===== config.mk =====
export PLATFORM = sky130hd
export DESIGN_NAME = serial_subtractor_4_bit
export DESIGN_NICKNAME = d
export VERILOG_FILES = /design/src/rtl/serial_sub_pkg.sv /design/src/rtl/full_subtractor_1_bit.sv /design/src/rtl/serial_subtractor_4_bit.sv
export SDC_FILE = /design/constraint.sdc
export NUM_CORES = 1
export LEC_CHECK = 0
export CAP_MARGIN = 10
export CORE_ASPECT_RATIO = 0.75
export CORE_MARGIN = 4
export CORE_UTILIZATION = 30
export CTS_BUF_LIST = sky130_fd_sc_hd__clkbuf_8
export CTS_CLUSTER_DIAMETER = 80
export DETAILED_ROUTE_END_ITERATION = 8
export GPL_TIMING_DRIVEN = 0
export PLACE_DENSITY = 0.5
export REMOVE_ABC_BUFFERS = 1
export SLEW_MARGIN = 25
export SYNTH_ARGS = -nofsm -noshare
export SYNTH_HDL_FRONTEND = slang
export SYNTH_HIERARCHICAL = 1
export SYNTH_SLANG_ARGS = --single-unit
export TNS_END_PERCENT = 50

===== constraint.sdc =====
create_clock -name clk -period 1.1 [get_ports clk]
set_clock_uncertainty 0.05 [all_clocks]
set_input_delay 0.11 -clock clk [delete_from_list [all_inputs] [get_ports clk]]
set_output_delay 0.11 -clock clk [all_outputs]
set_load 0.01 [all_outputs]

===== src/rtl/serial_sub_pkg.sv =====
// ============================================================================
// Package  : serial_sub_pkg
// Purpose  : Shared state encoding and default width for the bit-serial subtractor.
// Revision : 1.0 - initial release
// ============================================================================
`default_nettype none

package serial_sub_pkg;

  localparam int unsigned c_DEFAULT_WIDTH = 4;

  typedef enum logic [1:0] {
    S_IDLE  = 2'd0,
    S_SHIFT = 2'd1,
    S_DONE  = 2'd2
  } state_t;

endpackage : serial_sub_pkg

`default_nettype wire


===== src/rtl/full_subtractor_1_bit.sv =====
// ============================================================================
// Module   : full_subtractor_1_bit
// Purpose  : Combinational one-bit full subtractor, d = a - b - bin.
// Revision : 1.0 - initial release
// ============================================================================
`default_nettype none

module full_subtractor_1_bit (
  input  logic a,
  input  logic b,
  input  logic bin,
  output logic d,
  output logic bout
);

  assign d    = a ^ b ^ bin;
  assign bout = (~a & b) | (~(a ^ b) & bin);

endmodule : full_subtractor_1_bit

`default_nettype wire


===== src/rtl/serial_subtractor_4_bit.sv =====
// ============================================================================
// Module   : serial_subtractor_4_bit
// Purpose  : Bit-serial D = A - B - Bin, LSB first, start/done handshake.
//            Define SUB_OVF_EN to add the signed-overflow output V.
// Revision : 1.0 - initial release
// ============================================================================
`default_nettype none

module serial_subtractor_4_bit
  import serial_sub_pkg::*;
#(
  parameter int unsigned WIDTH = c_DEFAULT_WIDTH
) (
  input  logic             clk,
  input  logic             rst_n,
  input  logic             start,
  input  logic [WIDTH-1:0] A,
  input  logic [WIDTH-1:0] B,
  input  logic             Bin,
  output logic             busy,
  output logic             done,
  output logic [WIDTH-1:0] D,
  output logic             Bout
`ifdef SUB_OVF_EN
  ,
  output logic             V
`endif
);

  localparam int unsigned CW = $clog2(WIDTH + 1);
  localparam logic [CW-1:0] c_LAST_STEP = CW'(WIDTH - 1);

  state_t           state_q;
  logic [WIDTH-1:0] a_q;
  logic [WIDTH-1:0] b_q;
  logic [WIDTH-1:0] d_q;
  logic [CW-1:0]    cnt_q;
  logic             br_q;
  logic             busy_q;
  logic             done_q;
  logic             bout_q;
  logic             diff_bit;
  logic             br_d;

`ifdef SUB_OVF_EN
  logic a_msb_q;
  logic b_msb_q;
  logic v_q;
  assign V = v_q;
`endif

  full_subtractor_1_bit u_fs (
    .a    (a_q[0]),
    .b    (b_q[0]),
    .bin  (br_q),
    .d    (diff_bit),
    .bout (br_d)
  );

  always_ff @(posedge clk) begin
    if (!rst_n) begin
      state_q <= S_IDLE;
      a_q     <= '0;
      b_q     <= '0;
      d_q     <= '0;
      cnt_q   <= '0;
      br_q    <= 1'b0;
      busy_q  <= 1'b0;
      done_q  <= 1'b0;
      bout_q  <= 1'b0;
`ifdef SUB_OVF_EN
      a_msb_q <= 1'b0;
      b_msb_q <= 1'b0;
      v_q     <= 1'b0;
`endif
    end else begin
      done_q <= 1'b0;
      case (state_q)
        S_IDLE: begin
          if (start) begin
            a_q     <= A;
            b_q     <= B;
            br_q    <= Bin;
            d_q     <= '0;
            cnt_q   <= '0;
            busy_q  <= 1'b1;
            state_q <= S_SHIFT;
`ifdef SUB_OVF_EN
            a_msb_q <= A[WIDTH-1];
            b_msb_q <= B[WIDTH-1];
            v_q     <= 1'b0;
`endif
          end
        end
        S_SHIFT: begin
          // Difference bits enter at the MSB so D is LSB-aligned after WIDTH steps.
          d_q   <= {diff_bit, d_q[WIDTH-1:1]};
          a_q   <= a_q >> 1;
          b_q   <= b_q >> 1;
          br_q  <= br_d;
          cnt_q <= cnt_q + 1'b1;
          if (cnt_q == c_LAST_STEP) begin
            state_q <= S_DONE;
            done_q  <= 1'b1;
            bout_q  <= br_d;
`ifdef SUB_OVF_EN
            v_q     <= (a_msb_q ^ b_msb_q) & (a_msb_q ^ diff_bit);
`endif
          end
        end
        S_DONE: begin
          busy_q  <= 1'b0;
          state_q <= S_IDLE;
        end
        default: begin
          busy_q  <= 1'b0;
          state_q <= S_IDLE;
        end
      endcase
    end
  end

  assign busy = busy_q;
  assign done = done_q;
  assign D    = d_q;
  assign Bout = bout_q;

endmodule : serial_subtractor_4_bit

`default_nettype wire

* Yosys cells after proc, flatten, opt, wreduce, memory -nomap -nowiden *
Index checks and enable logic that the tools add are counted.

cells by class
  bitwise operators = 8
  reduce and logical (&&, ||, !) cells = 7
  $add $sub $neg = 1
  equality and inequality tests = 4
  multiplexer cells = 16

operators with widths
  kind                 number
  $pmux 4 s2           3
  $mux 4               3
  $reduce_and 2->1     5
  $pmux 3 s2           1
  $mux 2               2
  $ne 2x2->1 const B   2
  $pmux 1 s2           2
  $pmux 2 s2           1
  $add 3x1->3 const B  1
  $eq 3x2->1 const B   1
  $mux 1               3
  $mux 3               1
  $not 1->1            3
  $and 1x1->1          2
  $eq 2x1->1 const B   1
  $logic_not 2->1      1
  $reduce_bool 2->1    1
  $xor 1x1->1          2
  $or 1x1->1           1

storage, ports and cells
  logic and storage cells = 45
  register bits = 21
  output and inout port bits = 7
  bits of input ports = 12

* Logic depth before layout (Yosys ltp) *
Gate-level depths: netlist of run 1.

  word-level depth = 5
  mapped depth = 5
  gate-level depth less buffers = 5

* Hierarchy *
Netlist of run 1, hierarchy kept.

modules (own cells, without submodules)
  module                   area each (um2)  cells an instance  seq. area each (um2)  instances
  serial_subtractor_4_bit  883.3            92                 420.4                 1
  full_subtractor_1_bit    31.3             4                  0.0                   1

* Worst setup path after synthesis of run 1 *
No wires, ideal clock.

  path kind = reg2reg
  from = register cnt_q[0]
  to = register state_q[0]
  data required time = 980 ps
  path slack = -48 ps
  library setup time = 70 ps
  period minus slack after synthesis = 1148 ps
  path buffers = 0
  arrival = 1028 ps
  cell stages (with the launch flop) = 5
  path through = dfxtp_1 -> ha_1 -> ha_1 -> or2b_1 -> a21oi_1

between the ends
  word-level cells in the longest chain between the ends = 3

ends and longest elaborated chain
  element                            RTL line                        text
  start: declaration                 serial_subtractor_4_bit.sv:37   logic [CW-1:0] cnt_q;
  start signal: assignment           serial_subtractor_4_bit.sv:101  cnt_q <= cnt_q + 1'b1;
  $eq 3x2->1                         serial_subtractor_4_bit.sv:102  if (cnt_q == c_LAST_STEP) begin
  $ne 2x2->1 (no source line)        n/a
  $reduce_and 2->1 (no source line)  n/a
  end signal: assignment             serial_subtractor_4_bit.sv:103  state_q <= S_DONE;
  end signal: assignment             serial_subtractor_4_bit.sv:113  state_q <= S_IDLE;
  end signal: assignment             serial_subtractor_4_bit.sv:117  state_q <= S_IDLE;
  end: declaration                   serial_subtractor_4_bit.sv:33   state_t state_q;

No other way between the ends.
A chain may end at the register's enable or synchronous reset.

* Final worst setup path of run 1 *
  from = register b_q[0]
  to = register d_q[3], in the netlist D[3]

between the ends
  word-level cells in the longest chain between the ends = 3

ends and longest elaborated chain
  element                   RTL line                       text
  start: declaration        serial_subtractor_4_bit.sv:35  logic [WIDTH-1:0] b_q;
  start signal: assignment  serial_subtractor_4_bit.sv:99  b_q <= b_q >> 1;
  $xor 1x1->1 (2 in a row)  full_subtractor_1_bit.sv:16    assign d = a ^ b ^ bin;
  named net diff_bit        serial_subtractor_4_bit.sv:42  logic diff_bit;
  $pmux 4 s2                serial_subtractor_4_bit.sv:78  case (state_q)
  end signal: assignment    serial_subtractor_4_bit.sv:97  d_q <= {diff_bit, d_q[WIDTH-1:1]};
  end: declaration          serial_subtractor_4_bit.sv:36  logic [WIDTH-1:0] d_q;

The timed path passes the listed nets, and every way through them passes these cells.

==> run_summary.xml, run 1 <==
<?xml version="1.0" encoding="UTF-8"?>
<metrics>
  <group name="timing">
    <metric name="highest_clock_rate" unit="MHz">845.3</metric>
    <metric name="hold_viol_final" unit="">0</metric>
    <metric name="post-route-worst-setup-slack" unit="ns">-0.08305</metric>
    <metric name="worst-slew-pin-transition" unit="ns">0.4365</metric>
    <metric name="layout_min_cycle_time" unit="ns">1.183</metric>
    <metric name="maxSlewHeadroom" unit="">0.7090</metric>
    <metric name="min_period_over_period" unit="">1.075</metric>
    <metric name="final_report_setup_violation_count" unit="">2</metric>
    <metric name="unrepaired_setup_endpoints_after_global_routing" unit="">yes</metric>
    <metric name="final-max-slew-violation-count" unit="">0</metric>
  </group>
  <group name="critical_path">
    <metric name="timing.critical_path.to_type" unit="">flop</metric>
    <metric name="required_time_worst_endpoint" unit="ns">1.25</metric>
    <metric name="worstSetupStartpointType" unit="">flop</metric>
    <metric name="r2r_start" unit="">b_q[0]</metric>
    <metric name="ff2ff_setup_slack" unit="ns">-0.08</metric>
    <metric name="r2r_end" unit="">D[3]</metric>
    <metric name="crit_path_start" unit="">b_q[0]</metric>
    <metric name="criticalPathCategory" unit="">reg -&gt; reg</metric>
    <metric name="worst_ep_arrival_time" unit="ns">1.33</metric>
    <metric name="timing.critical_path.fanout_max" unit="">2</metric>
    <metric name="critical_path.endpoint" unit="">D[3]</metric>
    <metric name="worst-r2r-cell-count" unit="">4</metric>
  </group>
  <group name="yosys">
    <metric name="postSynth.topFlopCell" unit="">sky130_fd_sc_hd__dfxtp_1</metric>
    <metric name="yosysWarnings" unit="">6</metric>
    <metric name="synth_cell_type_count" unit="">26</metric>
    <metric name="netlist_area" unit="um2">914.6</metric>
    <metric name="ys_async_sr_fraction" unit="">0</metric>
    <metric name="ys_seq_area_frac" unit="">0.4596</metric>
    <metric name="main_combinational_cell_family_by_area_after_synthesis" unit="">compound AO/OA/AOI/OAI gates</metric>
    <metric name="synthMostInstantiatedCell" unit="">sky130_fd_sc_hd__dfxtp_1</metric>
    <metric name="yosys-mux-area-fraction" unit="">0.06566</metric>
    <metric name="syn_inst" unit="">96</metric>
    <metric name="post_synthesis_adder_cell_area_fraction" unit="">0.04925</metric>
    <metric name="synth_compound_area_frac" unit="">0.2093</metric>
    <metric name="synth_simple_gate_area_frac" unit="">0.1450</metric>
    <metric name="synthDominantCellAreaShare" unit="">0.4596</metric>
    <metric name="synthTopCellsByCount" unit="">sky130_fd_sc_hd__dfxtp_1, sky130_fd_sc_hd__o21ai_0, sky130_fd_sc_hd__nand2_1</metric>
    <metric name="synth_edf_count" unit="">0</metric>
    <metric name="synth_register_bits" unit="">21</metric>
    <metric name="synthDominantAreaCellType" unit="">sky130_fd_sc_hd__dfxtp_1</metric>
    <metric name="synth-xor-area-share" unit="">0</metric>
    <metric name="synth_top_cells_by_area" unit="">sky130_fd_sc_hd__dfxtp_1, sky130_fd_sc_hd__mux2i_1, sky130_fd_sc_hd__o21ai_0</metric>
    <metric name="syn_area_per_cell" unit="um2">9.527</metric>
  </group>
  <group name="cells_and_area">
    <metric name="n_antenna_cell" unit="">0</metric>
    <metric name="fin_area" unit="um2">1296</metric>
    <metric name="area_growth" unit="%">41.72</metric>
    <metric name="layout.core_utilization" unit="">0.4416</metric>
    <metric name="final_cell_count_no_fill" unit="">162</metric>
    <metric name="num-nets-final" unit="">140</metric>
    <metric name="layout-drive-gt1-share" unit="">0.2984</metric>
    <metric name="fillers" unit="">302</metric>
  </group>
  <group name="place">
    <metric name="detailed_place.area" unit="um2">1104</metric>
    <metric name="placement.io_buffers" unit="">18</metric>
    <metric name="placed_cells_incl_taps" unit="">147</metric>
    <metric name="dp.final_hpwl" unit="um">1406</metric>
    <metric name="routabilityCongestion" unit="">0.7136</metric>
  </group>
  <group name="routing">
    <metric name="drc_violations" unit="">0</metric>
    <metric name="firstDrtPassIters" unit="">4</metric>
    <metric name="route.detailed.vias_per_inst" unit="">4.957</metric>
    <metric name="drt_iter0_markers" unit="">52</metric>
    <metric name="drtAntennaViolNets" unit="">0</metric>
    <metric name="num_vias" unit="">803</metric>
    <metric name="route.final.wire_length" unit="um">2092</metric>
    <metric name="routed_wire_length_per_instance" unit="um">12.91</metric>
  </group>
  <group name="clock_tree">
    <metric name="hold_buffers" unit="">0</metric>
    <metric name="number_of_cts_inserted_buffers" unit="">3</metric>
    <metric name="clock_sinks" unit="">21</metric>
    <metric name="tritoncts" unit="">done</metric>
    <metric name="clk_pin_slew" unit="ns">0.07</metric>
    <metric name="clk_latency" unit="ns">0.26</metric>
    <metric name="clock_tree.buffer_depth" unit="">2</metric>
    <metric name="cts_htree_levels" unit="">1</metric>
    <metric name="cts_root_buf" unit="">sky130_fd_sc_hd__clkbuf_8</metric>
  </group>
  <group name="hold_path">
    <metric name="worst_min_delay_path_class" unit="">in -&gt; reg</metric>
  </group>
  <group name="pwr">
    <metric name="power_density" unit="nW/um2">1215</metric>
    <metric name="leakagePower" unit="nW">0.5202</metric>
    <metric name="peakVddDrop" unit="V">0.0007021</metric>
    <metric name="power.total" unit="W">0.001575</metric>
  </group>
  <group name="floorplanning">
    <metric name="die_area" unit="um2">4005</metric>
    <metric name="core-area" unit="um2">2935</metric>
    <metric name="ios" unit="">19</metric>
    <metric name="chipWidth" unit="um">71.76</metric>
    <metric name="row_count" unit="">17</metric>
    <metric name="initial_utilization" unit="">0.3116</metric>
    <metric name="die-height" unit="um">55.82</metric>
  </group>
  <group name="global_route">
    <metric name="number_of_antenna_violations_at_the_first_check_in_global_routing" unit="">0</metric>
    <metric name="overflow" unit="">0</metric>
    <metric name="grt_use_total" unit="">0.1114</metric>
    <metric name="largest_net_degree_at_the_start_of_global_routing" unit="">21</metric>
    <metric name="global_route_wire_length_before_repair" unit="um">3601</metric>
    <metric name="grt_pass1_vias" unit="">803</metric>
  </group>
  <group name="run_status">
    <metric name="run_status" unit="">finished, violations left</metric>
    <metric name="violated_checks" unit="">setup timing</metric>
  </group>
  <group name="run">
    <metric name="cap_viol_max_count" unit="">0</metric>
  </group>
</metrics>
-- stage by stage --
| step | hold WS, ns | setup TNS (ns) | setup slack, ns |
|---|---|---|---|
| after global placement | 0.3830 | -11.93 | -0.6788 |
| after detailed placement | 0.3907 | -12.66 | -0.7385 |
| after floorplan | 0.1904 | -3.459 | -0.2599 |
| after CTS | 0.3293 | -0.1243 | -0.1065 |
| after global routing | 0.3671 | -0.2600 | -0.1531 |
| final | 0.3433 | -0.1037 | -0.08305 |
-- routing by layer --
layer  global-route usage  up-vias  wire length [um]
met2               0.1780       20               957
met4              0.03217        0                17
met1               0.1405      377              1001
li1                     -      404                 -
met3              0.03971        2               116
met5                    0        -                 0
-- cells by family after synthesis --
family | count (synthesis)
compound gates | 31
fa+ha+maj | 3
buf+inv | 12
simple gates | 23
mux | 6
flops | 21
-- cell usage in the layout (no fill, tap or decap), types with 3 or more instances in the layout --
| cell type | count |
|---|---|
| sky130_fd_sc_hd__dlygate4sd2_1 | 8 |
| sky130_fd_sc_hd__clkdlybuf4s50_1 | 9 |
| sky130_fd_sc_hd__o21ai_1 | 5 |
| sky130_fd_sc_hd__inv_2 | 3 |
| sky130_fd_sc_hd__a21oi_1 | 5 |
| sky130_fd_sc_hd__o22ai_1 | 3 |
| sky130_fd_sc_hd__inv_1 | 5 |
| sky130_fd_sc_hd__nand2_1 | 7 |
| sky130_fd_sc_hd__o211ai_1 | 7 |
| sky130_fd_sc_hd__dfxtp_2 | 4 |
| sky130_fd_sc_hd__buf_4 | 11 |
| sky130_fd_sc_hd__clkbuf_8 | 3 |
| sky130_fd_sc_hd__o21ai_0 | 5 |
| sky130_fd_sc_hd__mux2i_1 | 6 |
| sky130_fd_sc_hd__dfxtp_1 | 15 |
-- final cells by class --
class,instances,area (um2),share of cell area
Clock buffer,3,41.29,0.03185
Sequential cell,21,432.9,0.3340
Multi-Input combinational cell,63,490.5,0.3784
Tap cell,38,47.55,0.03668
Inverter,7,26.28,0.02027
Clock inverter,1,3.754,0.002896
Timing Repair Buffer,29,254.0,0.1959
-- registers in the layout, indices dropped and copies added (netlist names) --
| name | flops |
|---|---|
| D | 4 |
| a_q | 4 |
| b_q | 4 |
| cnt_q | 3 |
| state_q | 2 |
| Bout | 1 |
| br_q | 1 |
| busy | 1 |
| done | 1 |
-- how the worst min path moves through the flow --
stage,from,endpoint,slack [ns],cells after the start
after global routing,start,b_q[3],0.37,3
after floorplan,rst_n,D[3],0.19,2
after CTS,start,a_q[3],0.33,3
after global placement,busy,busy,0.38,2
final,start,a_q[3],0.34,3
after detailed placement,busy,busy,0.39,2
-- repair_timing --
action,4_1_cts,5_1_grt
gates resized for setup,33,8
gates cloned,0,0
endpoints found under the setup margin,28,8
pin swaps,7,3
buffers inserted,11,0
-- critical path: stages (launching register included) --
cell	delay, ns
sky130_fd_sc_hd__dfxtp_2	0.34
sky130_fd_sc_hd__inv_2	0.04
sky130_fd_sc_hd__fa_2	0.53
sky130_fd_sc_hd__nand3_2	0.07
sky130_fd_sc_hd__o21ai_1	0.09
-- report_power, final --
part	switching [W]	internal (W)
logic	0.000121	0.000136
registers	0.0000298	0.000799
clock network	0.000241	0.000248
Note: power is estimated with default switching activity, not from simulation.
==> inputs of run 2 (changes only) <==
--- a/config.mk
+++ b/config.mk
@@ -12,7 +12,6 @@
 export CTS_BUF_LIST = sky130_fd_sc_hd__clkbuf_8
 export CTS_CLUSTER_DIAMETER = 80
 export DETAILED_ROUTE_END_ITERATION = 8
-export GPL_TIMING_DRIVEN = 0
 export PLACE_DENSITY = 0.5
 export REMOVE_ABC_BUFFERS = 1
 export SLEW_MARGIN = 25
==> run 2 against run 1 <==
  * The run still ends with setup timing left
  * Combinational power grew 9.0%
  * Global-route usage grew 0.066 points
  * Flip-flop and latch count is the same
  * Sequential power is essentially flat
  * Total power grew 1.6%
  * Count of clock-buffer cells in the layout is the same
  * Die area is the same
  * Utilization grew 1.2 points
  * Largest power group unchanged
==> run_summary.xml, run 2 (synthesis gave the netlist of run 1 again) <==
<?xml version="1.0" encoding="UTF-8"?>
<metrics>
  <group name="run_status">
    <metric name="run_status" unit="">finished, violations left</metric>
    <metric name="violated_checks" unit="">setup timing</metric>
  </group>
  <group name="timing">
    <metric name="layout_min_cycle_time" unit="ns">1.165</metric>
    <metric name="final-max-slew-violation-count" unit="">0</metric>
    <metric name="post-route-worst-setup-slack" unit="ns">-0.06480</metric>
    <metric name="maxSlewHeadroom" unit="">0.8581</metric>
    <metric name="hold_viol_final" unit="">0</metric>
    <metric name="final_report_setup_violation_count" unit="">3</metric>
    <metric name="unrepaired_setup_endpoints_after_global_routing" unit="">yes</metric>
    <metric name="min_period_over_period" unit="">1.059</metric>
    <metric name="highest_clock_rate" unit="MHz">858.5</metric>
    <metric name="worst-slew-pin-transition" unit="ns">0.2069</metric>
  </group>
  <group name="global_route">
    <metric name="grt_pass1_vias" unit="">789</metric>
    <metric name="largest_net_degree_at_the_start_of_global_routing" unit="">13</metric>
    <metric name="grt_use_total" unit="">0.1121</metric>
    <metric name="global_route_wire_length_before_repair" unit="um">3560</metric>
    <metric name="number_of_antenna_violations_at_the_first_check_in_global_routing" unit="">0</metric>
    <metric name="overflow" unit="">0</metric>
  </group>
  <group name="place">
    <metric name="pre_cts_ws" unit="ns">-0.3790</metric>
    <metric name="routabilityCongestion" unit="">0.7461</metric>
    <metric name="dp.final_hpwl" unit="um">1564</metric>
    <metric name="placement.io_buffers" unit="">18</metric>
  </group>
  <group name="routing">
    <metric name="num_vias" unit="">781</metric>
    <metric name="route.detailed.vias_per_inst" unit="">4.677</metric>
    <metric name="routed_wire_length_per_instance" unit="um">12.29</metric>
    <metric name="drtAntennaViolNets" unit="">0</metric>
    <metric name="firstDrtPassIters" unit="">4</metric>
    <metric name="drt_iter0_markers" unit="">25</metric>
    <metric name="drc_violations" unit="">0</metric>
    <metric name="route.final.wire_length" unit="um">2052</metric>
  </group>
  <group name="clock_tree">
    <metric name="clk_pin_slew" unit="ns">0.07</metric>
    <metric name="number_of_cts_inserted_buffers" unit="">3</metric>
    <metric name="clock_sinks" unit="">21</metric>
    <metric name="cts_htree_levels" unit="">1</metric>
    <metric name="clk_latency" unit="ns">0.26</metric>
    <metric name="tritoncts" unit="">done</metric>
    <metric name="hold_buffers" unit="">0</metric>
    <metric name="clock_tree.buffer_depth" unit="">2</metric>
    <metric name="cts_root_buf" unit="">sky130_fd_sc_hd__clkbuf_8</metric>
  </group>
  <group name="critical_path">
    <metric name="critical_path.max_stage_delay" unit="ns">0.34</metric>
    <metric name="worstSetupStartpointType" unit="">flop</metric>
    <metric name="worst_ep_arrival_time" unit="ns">1.30</metric>
    <metric name="timing.critical_path.fanout_max" unit="">5</metric>
    <metric name="crit_path_frequent_cell" unit="">sky130_fd_sc_hd__ha_4</metric>
    <metric name="r2r_end" unit="">state_q[0]</metric>
    <metric name="timing.critical_path.to_type" unit="">flop</metric>
    <metric name="criticalPathCategory" unit="">reg -&gt; reg</metric>
    <metric name="critical-path-top-delay-family" unit="">flip-flops</metric>
    <metric name="required_time_worst_endpoint" unit="ns">1.24</metric>
    <metric name="r2r_start" unit="">cnt_q[1]</metric>
    <metric name="crit_slowest_cell" unit="">sky130_fd_sc_hd__dfxtp_2</metric>
    <metric name="cells_along_the_critical_path" unit="">ha_4 -&gt; ha_4 -&gt; or2b_1 -&gt; a21oi_2</metric>
    <metric name="worstPathBufferInverterCount" unit="">0</metric>
    <metric name="worst-r2r-cell-count" unit="">4</metric>
    <metric name="ff2ff_setup_slack" unit="ns">-0.06</metric>
  </group>
  <group name="hold_path">
    <metric name="whs_path_depth" unit="">2</metric>
    <metric name="hold_path.startpoint" unit="">busy</metric>
    <metric name="worst_min_delay_path_class" unit="">reg -&gt; reg</metric>
    <metric name="worst_hold_path.endpoint" unit="">busy</metric>
  </group>
  <group name="floorplanning">
    <metric name="initial_utilization" unit="">0.3116</metric>
    <metric name="row_count" unit="">17</metric>
    <metric name="chipWidth" unit="um">71.76</metric>
    <metric name="core-area" unit="um2">2935</metric>
    <metric name="die_area" unit="um2">4005</metric>
    <metric name="ios" unit="">19</metric>
    <metric name="die-height" unit="um">55.82</metric>
  </group>
  <group name="cells_and_area">
    <metric name="mostFrequentLayoutCells" unit="">sky130_fd_sc_hd__dfxtp_1, sky130_fd_sc_hd__buf_4, sky130_fd_sc_hd__clkdlybuf4s50_1</metric>
    <metric name="num-nets-final" unit="">145</metric>
    <metric name="area_growth" unit="%">45.69</metric>
    <metric name="layout-drive-gt1-share" unit="">0.3023</metric>
    <metric name="n_antenna_cell" unit="">0</metric>
  </group>
  <group name="pwr">
    <metric name="peakVddDrop" unit="V">0.0005744</metric>
    <metric name="power_density" unit="nW/um2">1201</metric>
    <metric name="leakagePower" unit="nW">0.5429</metric>
    <metric name="power.total" unit="W">0.001601</metric>
  </group>
  <group name="run">
    <metric name="cap_viol_max_count" unit="">0</metric>
  </group>
</metrics>
run 2: changes by cell type in the layout (fill, tap and decap cells not counted), sizes merged:
cell           previous run  this run
buf                      11        16
clkdlybuf4s50             9        11
clkdlybuf4s15             1         0
clkinv                    0         1
dlygate4sd2               8         7
inv                       8         7
run 2: layout make-up:
class,count,area [um2]
clock buffer,3,41.29
clock inverter,1,5.005
fill,282,1603
inverter,7,26.28
multi-input combinational,63,486.7
sequential,21,430.4
tap,38,47.55
timing repair buffer,34,295.3
run 2: per-layer routing:
metal | vias to the layer above | global-route usage | wire length, um
met5 | - | 0 | 0
met4 | 0 | 0.02413 | 12
met3 | 2 | 0.04332 | 105
met2 | 13 | 0.1649 | 890
met1 | 354 | 0.1544 | 1044
li1 | 412 | - | -
run 2: through the flow:
step	cells	hold WS [ns]	area, um2	utilization	TNS [ns]
floorplan	91	0.1904	875.8	-	-3.459
global placement	163	0.3820	1224	0.4169	-4.647
detailed placement	163	0.3851	1224	0.4169	-5.566
CTS	167	0.3838	1292	0.4403	-0.1690
global route	167	0.3979	1333	0.4540	-0.3558
finish	167	0.3904	1333	0.4540	-0.1611
run 2: power breakdown:
part           switching, W  total (W)  internal, W
Combinational      0.000124   0.000279     0.000154
Sequential        0.0000260   0.000826     0.000800
Clock              0.000244   0.000496     0.000252
run 2: worst register-to-register path, stage by stage (launching register included):
cell and delay (ns):
sky130_fd_sc_hd__dfxtp_2 0.34, sky130_fd_sc_hd__ha_4 0.16, sky130_fd_sc_hd__ha_4 0.17, sky130_fd_sc_hd__or2b_1 0.24, sky130_fd_sc_hd__a21oi_2 0.14
run 2: how the worst max path moves through the flow:
stage	from	to	slack, ns	depth (start not counted)
after floorplan	state_q[0]	a_q[2]	-0.26	3
after global placement	start	D[3]	-0.31	5
after detailed placement	start	cnt_q[1]	-0.38	5
after CTS	cnt_q[1]	state_q[0]	-0.07	4
after global routing	cnt_q[0]	state_q[0]	-0.10	4
final	cnt_q[1]	state_q[0]	-0.06	4
run 2: timing repair:
action                     CTS  global route
pin swaps                    3             2
gates resized for setup     21            13
setup endpoints to repair   26            12
hold endpoints to repair     0             0
setup buffers                0             0
==> inputs of run 3 (changes only) <==
--- a/config.mk
+++ b/config.mk
@@ -13,7 +13,6 @@
 export CTS_CLUSTER_DIAMETER = 80
 export DETAILED_ROUTE_END_ITERATION = 8
 export PLACE_DENSITY = 0.5
-export REMOVE_ABC_BUFFERS = 1
 export SLEW_MARGIN = 25
 export SYNTH_ARGS = -nofsm -noshare
 export SYNTH_HDL_FRONTEND = slang
==> run 3 against run 2 <==
  * The flow still finishes with violations (setup timing)
  * Flip-flop and latch count is the same
  * Worst hold slack gained 0.0036 ns
  * Non-clock buffer count grew 4
  * Total power grew 2.1%
  * Combinational power grew 7.2%
  * Cell count grew 2.4%
  * Register-to-register slack is essentially flat
  * Count of clock-buffer cells in the layout is the same
  * Via count grew 5.2%
  * Sequential power grew 0.7%
  * First-iteration DRC count grew 92%
==> run_summary.xml, run 3 (synthesis gave the netlist of run 1 again) <==
<?xml version="1.0" encoding="UTF-8"?>
<metrics>
  <group name="critical_path">
    <metric name="r2r_end" unit="">D[3]</metric>
    <metric name="criticalPathCategory" unit="">reg -&gt; reg</metric>
    <metric name="ff2ff_setup_slack" unit="ns">-0.05</metric>
    <metric name="required_time_worst_endpoint" unit="ns">1.25</metric>
    <metric name="r2r_start" unit="">br_q</metric>
    <metric name="worst-r2r-cell-count" unit="">4</metric>
    <metric name="timing.critical_path.to_type" unit="">flop</metric>
    <metric name="critical_path.endpoint" unit="">D[3]</metric>
    <metric name="crit_path_start" unit="">br_q</metric>
    <metric name="worstSetupStartpointType" unit="">flop</metric>
    <metric name="worst_ep_arrival_time" unit="ns">1.31</metric>
    <metric name="timing.critical_path.fanout_max" unit="">2</metric>
  </group>
  <group name="timing">
    <metric name="min_period_over_period" unit="">1.047</metric>
    <metric name="worst-slew-pin-transition" unit="ns">0.2634</metric>
    <metric name="hold-worst-slack" unit="ns">0.3940</metric>
    <metric name="maxSlewHeadroom" unit="">0.8238</metric>
    <metric name="final_report_setup_violation_count" unit="">4</metric>
    <metric name="final-max-slew-violation-count" unit="">0</metric>
    <metric name="layout_min_cycle_time" unit="ns">1.152</metric>
    <metric name="post-route-worst-setup-slack" unit="ns">-0.05171</metric>
    <metric name="highest_clock_rate" unit="MHz">868.3</metric>
    <metric name="unrepaired_setup_endpoints_after_global_routing" unit="">yes</metric>
    <metric name="hold_viol_final" unit="">0</metric>
  </group>
  <group name="global_route">
    <metric name="met2_usage" unit="">0.1715</metric>
    <metric name="grt_pass1_vias" unit="">773</metric>
    <metric name="globalRoute.busiestLayer" unit="">met2</metric>
    <metric name="number_of_antenna_violations_at_the_first_check_in_global_routing" unit="">0</metric>
    <metric name="overflow" unit="">0</metric>
    <metric name="use_met1" unit="">0.1441</metric>
    <metric name="global_route_wire_length_before_repair" unit="um">3477</metric>
    <metric name="grt_use_total" unit="">0.1109</metric>
    <metric name="globalRouteMet3Util" unit="">0.04513</metric>
    <metric name="largest_net_degree_at_the_start_of_global_routing" unit="">16</metric>
  </group>
  <group name="clock_tree">
    <metric name="number_of_cts_inserted_buffers" unit="">3</metric>
    <metric name="clock_tree.buffer_depth" unit="">2</metric>
    <metric name="tritoncts" unit="">done</metric>
    <metric name="clk_pin_slew" unit="ns">0.08</metric>
    <metric name="clk_latency" unit="ns">0.26</metric>
    <metric name="clock_sinks" unit="">21</metric>
    <metric name="cts_htree_levels" unit="">1</metric>
    <metric name="hold_buffers" unit="">0</metric>
    <metric name="cts_root_buf" unit="">sky130_fd_sc_hd__clkbuf_8</metric>
  </group>
  <group name="cells_and_area">
    <metric name="multi_input_area" unit="um2">499.2</metric>
    <metric name="ff_latch_area" unit="um2">429.2</metric>
    <metric name="area_growth" unit="%">51.30</metric>
    <metric name="fillers" unit="">286</metric>
    <metric name="num-nets-final" unit="">149</metric>
    <metric name="n_antenna_cell" unit="">0</metric>
    <metric name="fin_area" unit="um2">1384</metric>
    <metric name="mostFrequentLayoutCells" unit="">sky130_fd_sc_hd__buf_4, sky130_fd_sc_hd__dfxtp_1, sky130_fd_sc_hd__clkdlybuf4s50_1, sky130_fd_sc_hd__o21ai_0</metric>
    <metric name="final_common_cell" unit="">sky130_fd_sc_hd__buf_4</metric>
    <metric name="layout-drive-gt1-share" unit="">0.3609</metric>
  </group>
  <group name="yosys">
    <metric name="synth_nets" unit="">111</metric>
  </group>
  <group name="pwr">
    <metric name="leakagePower" unit="nW">0.5702</metric>
    <metric name="power_density" unit="nW/um2">1181</metric>
    <metric name="peakVddDrop" unit="V">0.0005934</metric>
  </group>
  <group name="floorplanning">
    <metric name="row_count" unit="">17</metric>
    <metric name="core-area" unit="um2">2935</metric>
    <metric name="die-height" unit="um">55.82</metric>
    <metric name="die_area" unit="um2">4005</metric>
    <metric name="chipWidth" unit="um">71.76</metric>
    <metric name="initial_utilization" unit="">0.3116</metric>
    <metric name="ios" unit="">19</metric>
  </group>
  <group name="hold_path">
    <metric name="worst_min_delay_path_class" unit="">reg -&gt; reg</metric>
  </group>
  <group name="routing">
    <metric name="num_vias" unit="">822</metric>
    <metric name="route.detailed.vias_per_inst" unit="">4.807</metric>
    <metric name="drtAntennaViolNets" unit="">0</metric>
    <metric name="routed_wire_length_per_instance" unit="um">12.50</metric>
    <metric name="drt_iter0_markers" unit="">48</metric>
    <metric name="route.final.wire_length" unit="um">2137</metric>
    <metric name="drc_violations" unit="">0</metric>
    <metric name="firstDrtPassIters" unit="">4</metric>
  </group>
  <group name="run_status">
    <metric name="violated_checks" unit="">setup timing</metric>
    <metric name="run_status" unit="">finished, violations left</metric>
  </group>
  <group name="place">
    <metric name="pre_cts_ws" unit="ns">-0.2694</metric>
    <metric name="routabilityCongestion" unit="">0.7245</metric>
    <metric name="placement.io_buffers" unit="">18</metric>
    <metric name="detailed_place.area" unit="um2">1252</metric>
    <metric name="dp.final_hpwl" unit="um">1520</metric>
  </group>
  <group name="run">
    <metric name="cap_viol_max_count" unit="">0</metric>
  </group>
</metrics>
-- run 3: timing repair --
action / 4_1_cts / 5_1_grt
setup buffers: 1 / 0
endpoints found under the hold margin: 0 / 0
pin swaps: 5 / 2
resized for setup: 22 / 15
setup endpoints to repair: 23 / 19
cloned: 0 / 0
-- run 3: cell type report --
| class | instances | share of cell area |
|---|---|---|
| flip-flops and latches | 21 | 0.3101 |
| inverters | 7 | 0.01899 |
| well taps | 38 | 0.03436 |
| repair buffers | 38 | 0.2432 |
| multi-input cells | 63 | 0.3608 |
| clock buffers | 3 | 0.02984 |
| clock inverters | 1 | 0.002712 |
-- run 3: how the worst min path moves through the flow --
stage	cells after the start	to	slack, ns	from
2_1_floorplan	2	busy	0.19	rst_n
3_3_place_gp	2	busy	0.39	busy
3_5_place_dp	2	busy	0.38	busy
4_1_cts	3	b_q[3]	0.40	B[3]
5_1_grt	3	a_q[3]	0.40	A[3]
6_report	2	busy	0.39	busy
-- run 3: through the flow --
step | cells | utilization | power (W) | TNS (ns)
after global placement | 166 | 0.4267 | 0.001106 | -3.609
after CTS | 171 | 0.4548 | 0.001622 | -0.07609
after global routing | 171 | 0.4714 | 0.001708 | -0.3654
after floorplan | 96 | - | 0.0009727 | -0.008274
after detailed placement | 166 | 0.4267 | 0.001108 | -4.010
final | 171 | 0.4714 | 0.001634 | -0.1119
-- run 3: metal layers --
| metal | routed length, um | vias to the layer above |
|---|---|---|
| li1 | - | 419 |
| met1 | 1015 | 386 |
| met2 | 984 | 15 |
| met3 | 125 | 2 |
| met4 | 11 | 0 |
| met5 | 0 | - |
-- run 3: report_power, final --
group | switching, W | total, W | leakage (nW) | internal (W)
registers | 0.0000288 | 0.000832 | 0.174 | 0.000803
clock network | 0.000254 | 0.000503 | 0.0269 | 0.000249
logic | 0.000132 | 0.000299 | 0.369 | 0.000167
total | 0.000415 | 0.00163 | 0.570 | 0.00122
-- run 3: critical path, stage by stage (launching register included) --
cell	delay, ns
sky130_fd_sc_hd__dfxtp_2	0.34
sky130_fd_sc_hd__inv_2	0.04
sky130_fd_sc_hd__fa_2	0.55
sky130_fd_sc_hd__nand3_2	0.06
sky130_fd_sc_hd__o21ai_1	0.06
